### config.mk
export PLATFORM = sky130hd
export DESIGN_NAME = seq_priority_encoder
export DESIGN_NICKNAME = d
export VERILOG_FILES = /design/src/rtl/seq_penc_pkg.sv /design/src/rtl/seq_priority_encoder_prio_enc_comb.sv /design/src/rtl/seq_priority_encoder.sv
export SDC_FILE = /design/constraint.sdc
export NUM_CORES = 1
export LEC_CHECK = 0
export BUFFER_PORTS_ARGS = -buffer_cell sky130_fd_sc_hd__buf_2
export CAP_MARGIN = 20
export CELL_PAD_IN_SITES_DETAIL_PLACEMENT = 0
export CELL_PAD_IN_SITES_GLOBAL_PLACEMENT = 2
export CORE_UTILIZATION = 29
export DETAILED_ROUTE_END_ITERATION = 10
export GPL_TIMING_DRIVEN = 0
export PLACE_DENSITY = 0.75
export SLEW_MARGIN = 20
export SYNTH_ARGS = -nofsm -noshare
export SYNTH_HDL_FRONTEND = slang
export SYNTH_SLANG_ARGS = --single-unit
### constraint.sdc
create_clock -name clk -period 1.6 [get_ports clk]
set_input_delay 0.24 -clock clk [delete_from_list [all_inputs] [get_ports clk]]
set_output_delay 0.24 -clock clk [all_outputs]
set_load 0.02 [all_outputs]
### src/rtl/seq_penc_pkg.sv
// Shared definitions for the sequential priority encoder: FSM state codes and
// width derivation helpers.
package seq_penc_pkg;

    localparam logic [0:0] IDLE = 1'b0;
    localparam logic [0:0] EMIT = 1'b1;

    // Index width; a 1-bit index is kept even for degenerate widths.
    function automatic int unsigned idx_w_f(input int unsigned width);
        return (width < 2) ? 1 : $clog2(width);
    endfunction

    // Popcount width, sized so an all-ones vector's count fits.
    function automatic int unsigned cnt_w_f(input int unsigned width);
        return $clog2(width + 1);
    endfunction

endpackage

### src/rtl/seq_priority_encoder_prio_enc_comb.sv
// Combinational priority encoder returning the winning index, an any-set flag
// and a one-hot mask of the selected bit.
module prio_enc_comb
    import seq_penc_pkg::*;
#(
    parameter int unsigned WIDTH     = 4,
    parameter bit          MSB_FIRST = 1'b1,
    localparam int unsigned IDX_W    = idx_w_f(WIDTH)
) (
    input  logic [WIDTH-1:0] i_vec,
    output logic [IDX_W-1:0] o_idx,
    output logic             o_any,
    output logic [WIDTH-1:0] o_onehot
);

    // Later loop iterations override earlier ones, so scan toward the winner.
    always_comb begin
        o_idx = '0;
        for (int unsigned i = 0; i < WIDTH; i++) begin
            if (MSB_FIRST) begin
                if (i_vec[i]) o_idx = IDX_W'(i);
            end else begin
                if (i_vec[WIDTH-1-i]) o_idx = IDX_W'(WIDTH - 1 - i);
            end
        end
    end

    assign o_any    = |i_vec;
    assign o_onehot = o_any ? (WIDTH'(1) << o_idx) : '0;

endmodule

### src/rtl/seq_priority_encoder.sv
// Accepts a request vector and emits the index of each set bit, one per
// handshaked output beat, in priority order.
module seq_priority_encoder
    import seq_penc_pkg::*;
#(
    parameter int unsigned WIDTH     = 4,
    parameter bit          MSB_FIRST = 1'b1,
    localparam int unsigned IDX_W    = idx_w_f(WIDTH),
    localparam int unsigned CNT_W    = cnt_w_f(WIDTH)
) (
    input  logic             clk,
    input  logic             rst_n,
    input  logic             in_valid,
    output logic             in_ready,
    input  logic [WIDTH-1:0] in_vec,
    output logic             out_valid,
    input  logic             out_ready,
    output logic [IDX_W-1:0] out_idx,
    output logic             out_last,
    output logic             out_none,
    output logic [CNT_W-1:0] out_cnt
);

    function automatic logic [CNT_W-1:0] popcount(input logic [WIDTH-1:0] v);
        logic [CNT_W-1:0] c;
        c = '0;
        for (int unsigned i = 0; i < WIDTH; i++) c = c + CNT_W'(v[i]);
        return c;
    endfunction

    logic [0:0]       r_state;
    logic [WIDTH-1:0] r_residual;
    logic [CNT_W-1:0] r_cnt;
    logic             r_none;

    logic [0:0]       w_state_nxt;
    logic [WIDTH-1:0] w_residual_nxt;
    logic [CNT_W-1:0] w_cnt_nxt;
    logic             w_none_nxt;

    logic [IDX_W-1:0] w_idx;
    logic             w_any;
    logic [WIDTH-1:0] w_onehot;
    logic             w_single;
    logic             w_last;

    prio_enc_comb #(
        .WIDTH     (WIDTH),
        .MSB_FIRST (MSB_FIRST)
    ) u_prio_enc (
        .i_vec    (r_residual),
        .o_idx    (w_idx),
        .o_any    (w_any),
        .o_onehot (w_onehot)
    );

    // Exactly one bit left means the current beat is the vector's last.
    assign w_single = w_any && ((r_residual & (r_residual - WIDTH'(1))) == '0);
    assign w_last   = w_single || r_none;

    always_ff @(posedge clk or negedge rst_n) begin
        if (!rst_n) begin
            r_state    <= IDLE;
            r_residual <= '0;
            r_cnt      <= '0;
            r_none     <= 1'b0;
        end else begin
            r_state    <= w_state_nxt;
            r_residual <= w_residual_nxt;
            r_cnt      <= w_cnt_nxt;
            r_none     <= w_none_nxt;
        end
    end

    always_comb begin
        w_state_nxt    = r_state;
        w_residual_nxt = r_residual;
        w_cnt_nxt      = r_cnt;
        w_none_nxt     = r_none;
        case (r_state)
            IDLE: begin
                if (in_valid) begin
                    w_residual_nxt = in_vec;
                    w_cnt_nxt      = popcount(in_vec);
                    w_none_nxt     = (in_vec == '0);
                    w_state_nxt    = EMIT;
                end
            end
            EMIT: begin
                if (out_ready) begin
                    if (w_last) begin
                        w_residual_nxt = '0;
                        w_none_nxt     = 1'b0;
                        w_state_nxt    = IDLE;
                    end else begin
                        w_residual_nxt = r_residual & ~w_onehot;
                    end
                end
            end
            default: w_state_nxt = IDLE;
        endcase
    end

    assign in_ready  = (r_state == IDLE);
    assign out_valid = (r_state == EMIT);
    assign out_idx   = w_idx;
    assign out_last  = w_last;
    assign out_none  = r_none;
    assign out_cnt   = r_cnt;

endmodule

# [Word level (Yosys, flattened, before mapping)]
# Index checks and enable logic that the tools add are counted.
[totals] register_bits=9 in_bits=8 out_inout_bits=9 wordCells=40
[op_classes] n_addsub=4 eq_ne=3 shifts=1 mux=16 bitwise=4 n_reduce_logical=8
[ops] cell="$mux W4" n=4
[ops] cell="$and A4 B4 Y4" n=2
[ops] cell="$logic_not A4 Y1" n=2
[ops] cell="$pmux W4 S2" n=1
[ops] cell="$mux W1" n=7
[ops] cell="$ne A2 B2 Y1 const B" n=3
[ops] cell="$mux W2" n=2
[ops] cell="$not A4 Y4" n=1
[ops] cell="$pmux W1 S2" n=2
[ops] cell="$reduce_and A2 Y1" n=2
[ops] cell="$reduce_or A4 Y1" n=1
[ops] cell="$shl A1 B2 Y4 const A" n=1
[ops] cell="$sub A4 B1 Y4 const B" n=1
[ops] cell="$add A2 B1 Y3" n=1
[ops] cell="$add A3 B1 Y3" n=1
[ops] cell="$reduce_and A3 Y1" n=1
[ops] cell="$add A1 B1 Y2" n=1
[ops] cell="$logic_and A1 B1 Y1" n=1
[ops] cell="$logic_or A1 B1 Y1" n=1
[ops] cell="$not A1 Y1" n=1

# [Logic depth before layout (Yosys ltp)]
# Gate-level depths: netlist of run 1.
[depth] word_depth=10 ltp_mapped=6 depth_no_buf=6

# [Cells and area by module]
# Synthesis of run 1 repeated with hierarchy kept, for this count alone.
[hier_totals] hier_cells=63 area_unflattened_um2=629.4
[modules_own_cells] module="seq_priority_encoder" n_inst=1 cells_each=54 area_each_um2=579.3 seq_area_each_um2=225.2
[modules_own_cells] module="prio_enc_comb" n_inst=1 cells_each=9 area_each_um2=50.0 seq_area_each_um2=0.0

# [Worst setup path after synthesis of run 1]
# Ideal clock, no wire load.
[synth_path] path_type="input -> register" from="input in_vec[0]" to="register r_cnt[1] (netlist: out_cnt[1])" setup_time_ns=0.125 t_arrival_ns=1.511 required_ns=1.475 setup_slack_ns=-0.036 path_stages=6 path_buffers=0 cell_sequence="inv_1 > fa_1 > inv_1 > ha_1 > ha_1 > mux2_2"
[synth_via] elab_chain_cells=3
[synth_rtl] element="start, declared" line_no="seq_priority_encoder.sv:15" text="input logic [WIDTH-1:0] in_vec,"
[synth_rtl] element="$add A1 B1 Y2" line_no="seq_priority_encoder.sv:27" text="for (int unsigned i = 0; i < WIDTH; i++) c = c + CNT_W'(v[i]);"
[synth_rtl] element="$add A2 B1 Y3" line_no="seq_priority_encoder.sv:27"
[synth_rtl] element="$add A3 B1 Y3" line_no="seq_priority_encoder.sv:27"
[synth_rtl] element="end signal, assigned" line_no="seq_priority_encoder.sv:70" text="r_cnt <= w_cnt_nxt;"
[synth_rtl] element="end, declared" line_no="seq_priority_encoder.sv:33" text="logic [CNT_W-1:0] r_cnt;"
# Every way passes these cells.
# A chain may end at the register's enable or synchronous reset.

# [Final worst setup path of run 1]
[layout_path] from="register r_residual[2]" to="output out_last"
[layout_via] elab_chain_cells=5 elab_cells_between_ends=6 cone_classes="add/sub (1); bitwise (1); reduce/logical (4)"
[layout_rtl] element="start, declared" line_no="seq_priority_encoder.sv:32" text="logic [WIDTH-1:0] r_residual;"
[layout_rtl] element="start signal, assigned" line_no="seq_priority_encoder.sv:69" text="r_residual <= w_residual_nxt;"
[layout_rtl] element="$sub A4 B1 Y4" line_no="seq_priority_encoder.sv:58" text="assign w_single = w_any && ((r_residual & (r_residual - WIDTH'(1))) == '0);"
[layout_rtl] element="$and A4 B4 Y4" line_no="seq_priority_encoder.sv:58"
[layout_rtl] element="$logic_not A4 Y1" line_no="seq_priority_encoder.sv:58"
[layout_rtl] element="$logic_and A1 B1 Y1 (*)" line_no="seq_priority_encoder.sv:58"
[layout_rtl] element="$logic_or A1 B1 Y1 (*)" line_no="seq_priority_encoder.sv:59" text="assign w_last = w_single || r_none;"
[layout_rtl] element="end, declared" line_no="seq_priority_encoder.sv:19" text="output logic out_last,"
# Every way passes the cells marked *; elsewhere a longest branch is shown, timed or not.

==> results of run 1 <==
==> worst min-delay path, delay by kind of cell <==
family	cells	cell delay (ns)
AND/OR/NAND/NOR	2	0.10
buffers and inverters	1	0.10
==> layout by cell type, fill, tap and decap left out, types with 2 or more instances in the layout <==
| cell | count |
|---|---|
| a31o_2 | 2 |
| o21ai_0 | 3 |
| clkbuf_4 | 3 |
| nand2_1 | 4 |
| buf_4 | 4 |
| inv_1 | 9 |
| mux2_2 | 2 |
| nor2_1 | 4 |
| mux2i_1 | 2 |
| buf_2 | 16 |
| nor2b_1 | 2 |
| dfrtp_1 | 7 |
| dfrtp_2 | 2 |
==> registers in the layout, summed over array words and instances, names as in the netlist <==
signal,flops
out_cnt,3
out_valid,1
r_residual,4
out_none,1
==> stage by stage <==
stage               area (µm²)  hold WS, ns
floorplan                606.8     -0.05559
global placement         718.2       0.1084
detailed placement       718.2       0.1122
CTS                      795.8       0.2136
global route             822.0       0.2254
finish                   822.0       0.2178
==> synthesized netlist by cell type (2+ instances only) <==
cell type	instances	share of area [%]
nor3_1	2	1.7
nor2_1	4	2.6
mux2_2	3	5.7
o21ai_0	4	3.4
dfrtp_1	9	38
nor3b_1	2	2.6
a31o_2	2	3.0
nor2b_1	2	2.1
inv_1	9	5.7
a21oi_1	2	1.7
ha_1	3	6.4
mux2i_1	2	3.4
nand2_1	4	2.6
==> power by group <==
group / internal, mW / total (mW) / switching (mW)
Sequential: 0.316 / 0.422 / 0.106
Combinational: 0.443 / 0.878 / 0.435
Clock: 0.0961 / 0.176 / 0.0800
==> how the worst max path moves through the flow <==
| stage | endpoint | slack [ns] |
|---|---|---|
| floorplan | out_cnt[1] | 0.03 |
| global placement | out_cnt[1] | -0.11 |
| detailed placement | out_cnt[1] | -0.14 |
| CTS | out_last | 0.01 |
| global route | out_last | -0.04 |
| finish | out_last | 0.04 |
==> what timing repair did <==
action | CTS | global route
buffers inserted | 2 | 1
pin swaps | 2 | 1
hold buffers | 1 | 0
hold endpoints to repair | 9 | 0
endpoints found under the setup margin | 1 | 1
resized for setup | 6 | 4
==> area by class of cell <==
class                   count  area, µm²
fillers                   194      998.5
plain buffers               3      21.27
well taps                  25      31.28
clock buffers               4      26.28
flip-flops and latches      9      227.7
inverters                   9      33.78
repair buffers             20      115.1
multi-input cells          40      366.6
==> cell families (layout without fill, tap and decap cells) <==
logic type      after synthesis  count (layout)  share of synthesized area [%]
buf+inv                      12              36                          9.360
mux                           5               5                          9.149
flops                         9               9                          38.30
xor+xnor                      1               1                          1.490
fa+ha+maj                     4               4                          9.788
simple gates                 15              15                          12.55
compound gates               15              15                          19.36
==> routing by layer <==
layer	part of all wire (%)	global-route usage, %	vias to the layer above
li1	-	-	258
met1	46	19.34	267
met2	48	23.06	12
met3	5.6	5.769	2
met4	0.71	3.429	0
met5	0	0	-
==> out/summary.txt, run 1 <==
Final ANT Viol Nets - 0
Final period utilization - 97.32%
Vias - 539
Sequential fraction of the synthesis area - 38.30%
Crit start category - register
Iteration-0 DRC Markers - 6
HP Class - in2reg
CTS tree - built
Total die area - 2212 µm²
Post-detail-place hpwl - 1035 µm
Total Routed Length - 1416 µm
First-pass GRT wire length - 2187 µm
Launch point of the worst path - r_residual[2]
TritonCTS Buffers - 3
Flop-to-flop setup slack - 0.06 ns
Initial Util - 32.30%
Layout cells sized above 1 - 47.06%
Vert. Die Dim - 47.03 µm
Routed len/inst - 12.87 µm
Place WS - -0.1436 ns
# setup viols final - 0
Non-filler cells, final - 110
GR Overflow Total - 0
Vias in the first global route - 471
Status - complete, no violations
Num ports - 17
Max cap viols - 0
Hold path depth - 3
Num rows - 15
Total track usage - 14.77%
Worst slew margin - 76.93%
Core ar. - 1821 µm²
Layout area overhead - 39.79%
Syn Area/Cell - 9.640 µm²
Final slew viol count - 0
Max FO, Critical Path - 7
Number of synthesized flops with an enable pin - 0
Setup tns final - 0 ns
Antenna cells - 0
Final nets - 98
Synth cell types - 26
Max clock buf depth - 2
Async SR Flop Fraction - 100.0%
H-tree levels - 1
Power per cell area - 1796 nW/µm²
CP delay by family, top - flip-flops
RR Startpoint - r_residual[2]
R2R depth - 6
Max Clock Freq - 642.2 MHz
Post-route core utilization - 45.15%
Critical R2R Capture - out_valid
Pin count of the biggest net entering global routing - 11
Ys flop type - dfrtp_1
DRT Pass-1 Iters - 3
Levels on crit path - 5
Final min period - 1.557 ns
Residual DRC - 0
Final worst slack - 0.04286 ns
Syn Std Cell Area - 588.1 µm²
Initial antenna violation count - 0
Synth Warn # - 0
Slowest CP cell - dfrtp_1
Least-Margin Pin Slew - 0.3461 ns
Final Hold Viols - 0
WP buf/inv - 2
Clock-pin slew on the worst setup and hold paths - 0.06 ns
CP required - 1.36 ns
VDD IR max - 637.4 µV
CP arrival - 1.32 ns
Hold EP - r_residual[3]
Flops & latches, synth - 9
CP peak stage delay - 0.38 ns
Worst path cell trace - buf_6, xor2_2, a21oi_2, o21ai_1, buf_4
Port buffer count - 16
Clock root cell - clkbuf_4
Die Wd - 47.03 µm
Clock latency at the later pin of the worst-skew pair - 0.26 ns
Clock skew after layout - 0.009357 ns
Tot Pwr - 1.476 mW
Clock sinks - 9
Vias per cell - 4.900
Synth Instances - 61
Setup CP Type - reg2out
Gpl congestion - 0.7215
RSZ-0062 raised after global routing - yes
Leakage - 0.4110 nW
Cell Count Post-Placement - 102
CP Capture Type - output pin
Mapped Nets - 73
Startpoint of the worst hold path - in_vec[3]
Note: power is estimated with default switching activity, not from simulation.
==> run 2, diff against run 1 <==
--- a/config.mk
+++ b/config.mk
@@ -10,6 +10,7 @@
 export CELL_PAD_IN_SITES_DETAIL_PLACEMENT = 0
 export CELL_PAD_IN_SITES_GLOBAL_PLACEMENT = 2
 export CORE_UTILIZATION = 29
+export CTS_BUF_LIST = sky130_fd_sc_hd__clkbuf_16
 export DETAILED_ROUTE_END_ITERATION = 10
 export GPL_TIMING_DRIVEN = 0
 export PLACE_DENSITY = 0.75
==> out/summary.txt, run 2 (same netlist as run 1, synthesis figures left out) <==
CTS tree - built (unchanged)
Clock root cell - clkbuf_16 (was clkbuf_4)
Least-Margin Pin Slew - 0.3150 ns (was 0.3461 ns)
Slowest CP cell - dfrtp_1 (unchanged)
Vert. Die Dim - 47.03 µm (unchanged)
Largest register FFs - 4 (unchanged)
Num rows - 15 (unchanged)
WP buf/inv - 2 (unchanged)
Final nets - 96 (was 98)
Iteration-0 DRC Markers - 9 (was 6)
H-tree levels - 1 (unchanged)
Initial Util - 32.30% (unchanged)
Port buffer count - 16 (unchanged)
Residual DRC - 0 (unchanged)
Pin count of the biggest net entering global routing - 11 (unchanged)
CP peak stage delay - 0.37 ns (was 0.38 ns)
Clock sinks - 9 (unchanged)
Num ports - 17 (unchanged)
Total die area - 2212 µm² (unchanged)
CP Capture Type - output pin (unchanged)
Layout area overhead - 45.96% (was 39.79%)
Max cap viols - 0 (unchanged)
HP Class - in2reg (unchanged)
CP delay by family, top - flip-flops (unchanged)
GR Overflow Total - 0 (unchanged)
Final slew viol count - 0 (unchanged)
Routed len/inst - 13.81 µm (was 12.87 µm)
Max Clock Freq - 645.3 MHz (was 642.2 MHz)
First-pass GRT wire length - 2263 µm (was 2187 µm)
Layout cells sized above 1 - 45.78% (was 47.06%)
Most common cell after layout, fill and taps aside - buf_2 (unchanged)
Post-detail-place hpwl - 1035 µm (unchanged)
Power per cell area - 1953 nW/µm² (was 1796 nW/µm²)
CP required - 1.36 ns (about the same)
Core ar. - 1821 µm² (unchanged)
Worst path cell trace - buf_6, xor2_4, a21oi_2, o21ai_1, buf_4 (was buf_6, xor2_2, a21oi_2, o21ai_1, buf_4)
Initial antenna violation count - 0 (unchanged)
Setup CP Type - reg2out (unchanged)
Leakage - 0.4273 nW (was 0.4110 nW)
# setup viols final - 0 (unchanged)
Vias per cell - 4.870 (was 4.900)
Total Routed Length - 1492 µm (was 1416 µm)
Final ANT Viol Nets - 0 (unchanged)
Clock latency at the later pin of the worst-skew pair - 0.23 ns (was 0.26 ns)
Largest Register - r_residual (unchanged)
CP arrival - 1.31 ns (was 1.32 ns)
Total track usage - 15.90% (was 14.77%)
Max FO, Critical Path - 7 (unchanged)
Status - complete, no violations (unchanged)
Crit start category - register (unchanged)
TritonCTS Buffers - 3 (unchanged)
Final min period - 1.550 ns (was 1.557 ns)
Vias in the first global route - 470 (was 471)
Vias - 526 (was 539)
Worst slew margin - 79.00% (was 76.93%)
Commonest non-fill, non-tap cells in the layout - buf_2, inv_1, dfrtp_1 (unchanged)
DRT Pass-1 Iters - 4 (was 3)
Final Hold Viols - 0 (unchanged)
Non-filler cells, final - 108 (was 110)
Cell Count Post-Placement - 102 (unchanged)
Antenna cells - 0 (unchanged)
Die Wd - 47.03 µm (unchanged)
Final period utilization - 96.86% (was 97.32%)
Clock skew after layout - 0.002930 ns (was 0.009357 ns)
Gpl congestion - 0.7215 (unchanged)
Max clock buf depth - 2 (unchanged)
Tot Pwr - 1.677 mW (was 1.476 mW)
Setup tns final - 0 ns (unchanged)
Clock-pin slew on the worst setup and hold paths - 0.04 ns (was 0.06 ns)
VDD IR max - 672.2 µV (was 637.4 µV)
==> run 2: worst register-to-register path, delay by kind of cell, from the launching register on <==
family	cells	cell delay (ns)
compound gates	2	0.58
xor+xnor	1	0.19
buf+inv	1	0.15
flops	1	0.37
==> run 2: metrics by stage <==
step	util, %	hold WS (ns)	area, µm²	setup slack, ns
after floorplan	-	-0.05559	606.8	0.03308
after global placement	39.45	0.1084	718.2	-0.1066
after detailed placement	39.45	0.1122	718.2	-0.1436
after CTS	45.70	0.2484	832.0	0.01079
after global routing	47.15	0.2741	858.3	-0.004133
final	47.15	0.2478	858.3	0.05031
==> run 2: layout make-up <==
type                    count  area, µm²
plain buffers               3      21.27
clock buffers               3      75.07
clock inverters             1      3.754
fillers                   191      962.2
inverters                   9      33.78
multi-input cells          40      365.4
flip-flops and latches      9      227.7
well taps                  25      31.28
repair buffers             18      100.1
==> run 2: where the power goes <==
group	internal [mW]	total, mW	switching, mW
logic	0.381	0.812	0.431
registers	0.317	0.428	0.111
clock network	0.327	0.436	0.109
==> run 2: layer usage <==
layer  track usage, %  routed length, µm  vias to the layer above  part of all wire, %
met5                0                  0                        -                    0
met4            6.857                 11                        0                 0.74
met3            6.923                 85                        2                  5.7
met2            22.50                715                       13                   48
met1            21.04                680                      256                   46
li1                 -                  -                      255                    -
==> run 2: timing repair <==
item                                    CTS  global route
pin swaps                                 0             2
cloned                                    0             0
buffers inserted                          0             1
hold buffers                              1             0
resized for setup                         5             5
endpoints found under the setup margin    1             1
hold endpoints to repair                  9             0
==> run 2: worst paths after layout <==
| path | startpoint | endpoint | slack, ns | cells after the start |
|---|---|---|---|---|
| max reg2reg | r_residual[2] | out_valid | 0.25 | 4 |
| min reg2reg | out_cnt[2] | out_cnt[2] | 0.50 | 1 |
| min | in_vec[3] | r_residual[3] | 0.25 | 3 |
| min in group asynchronous | rst_n | r_residual[0] | 0.40 | 2 |
| max | r_residual[2] | out_last | 0.05 | 5 |
| max in group asynchronous | rst_n | r_residual[1] | 1.00 | 2 |
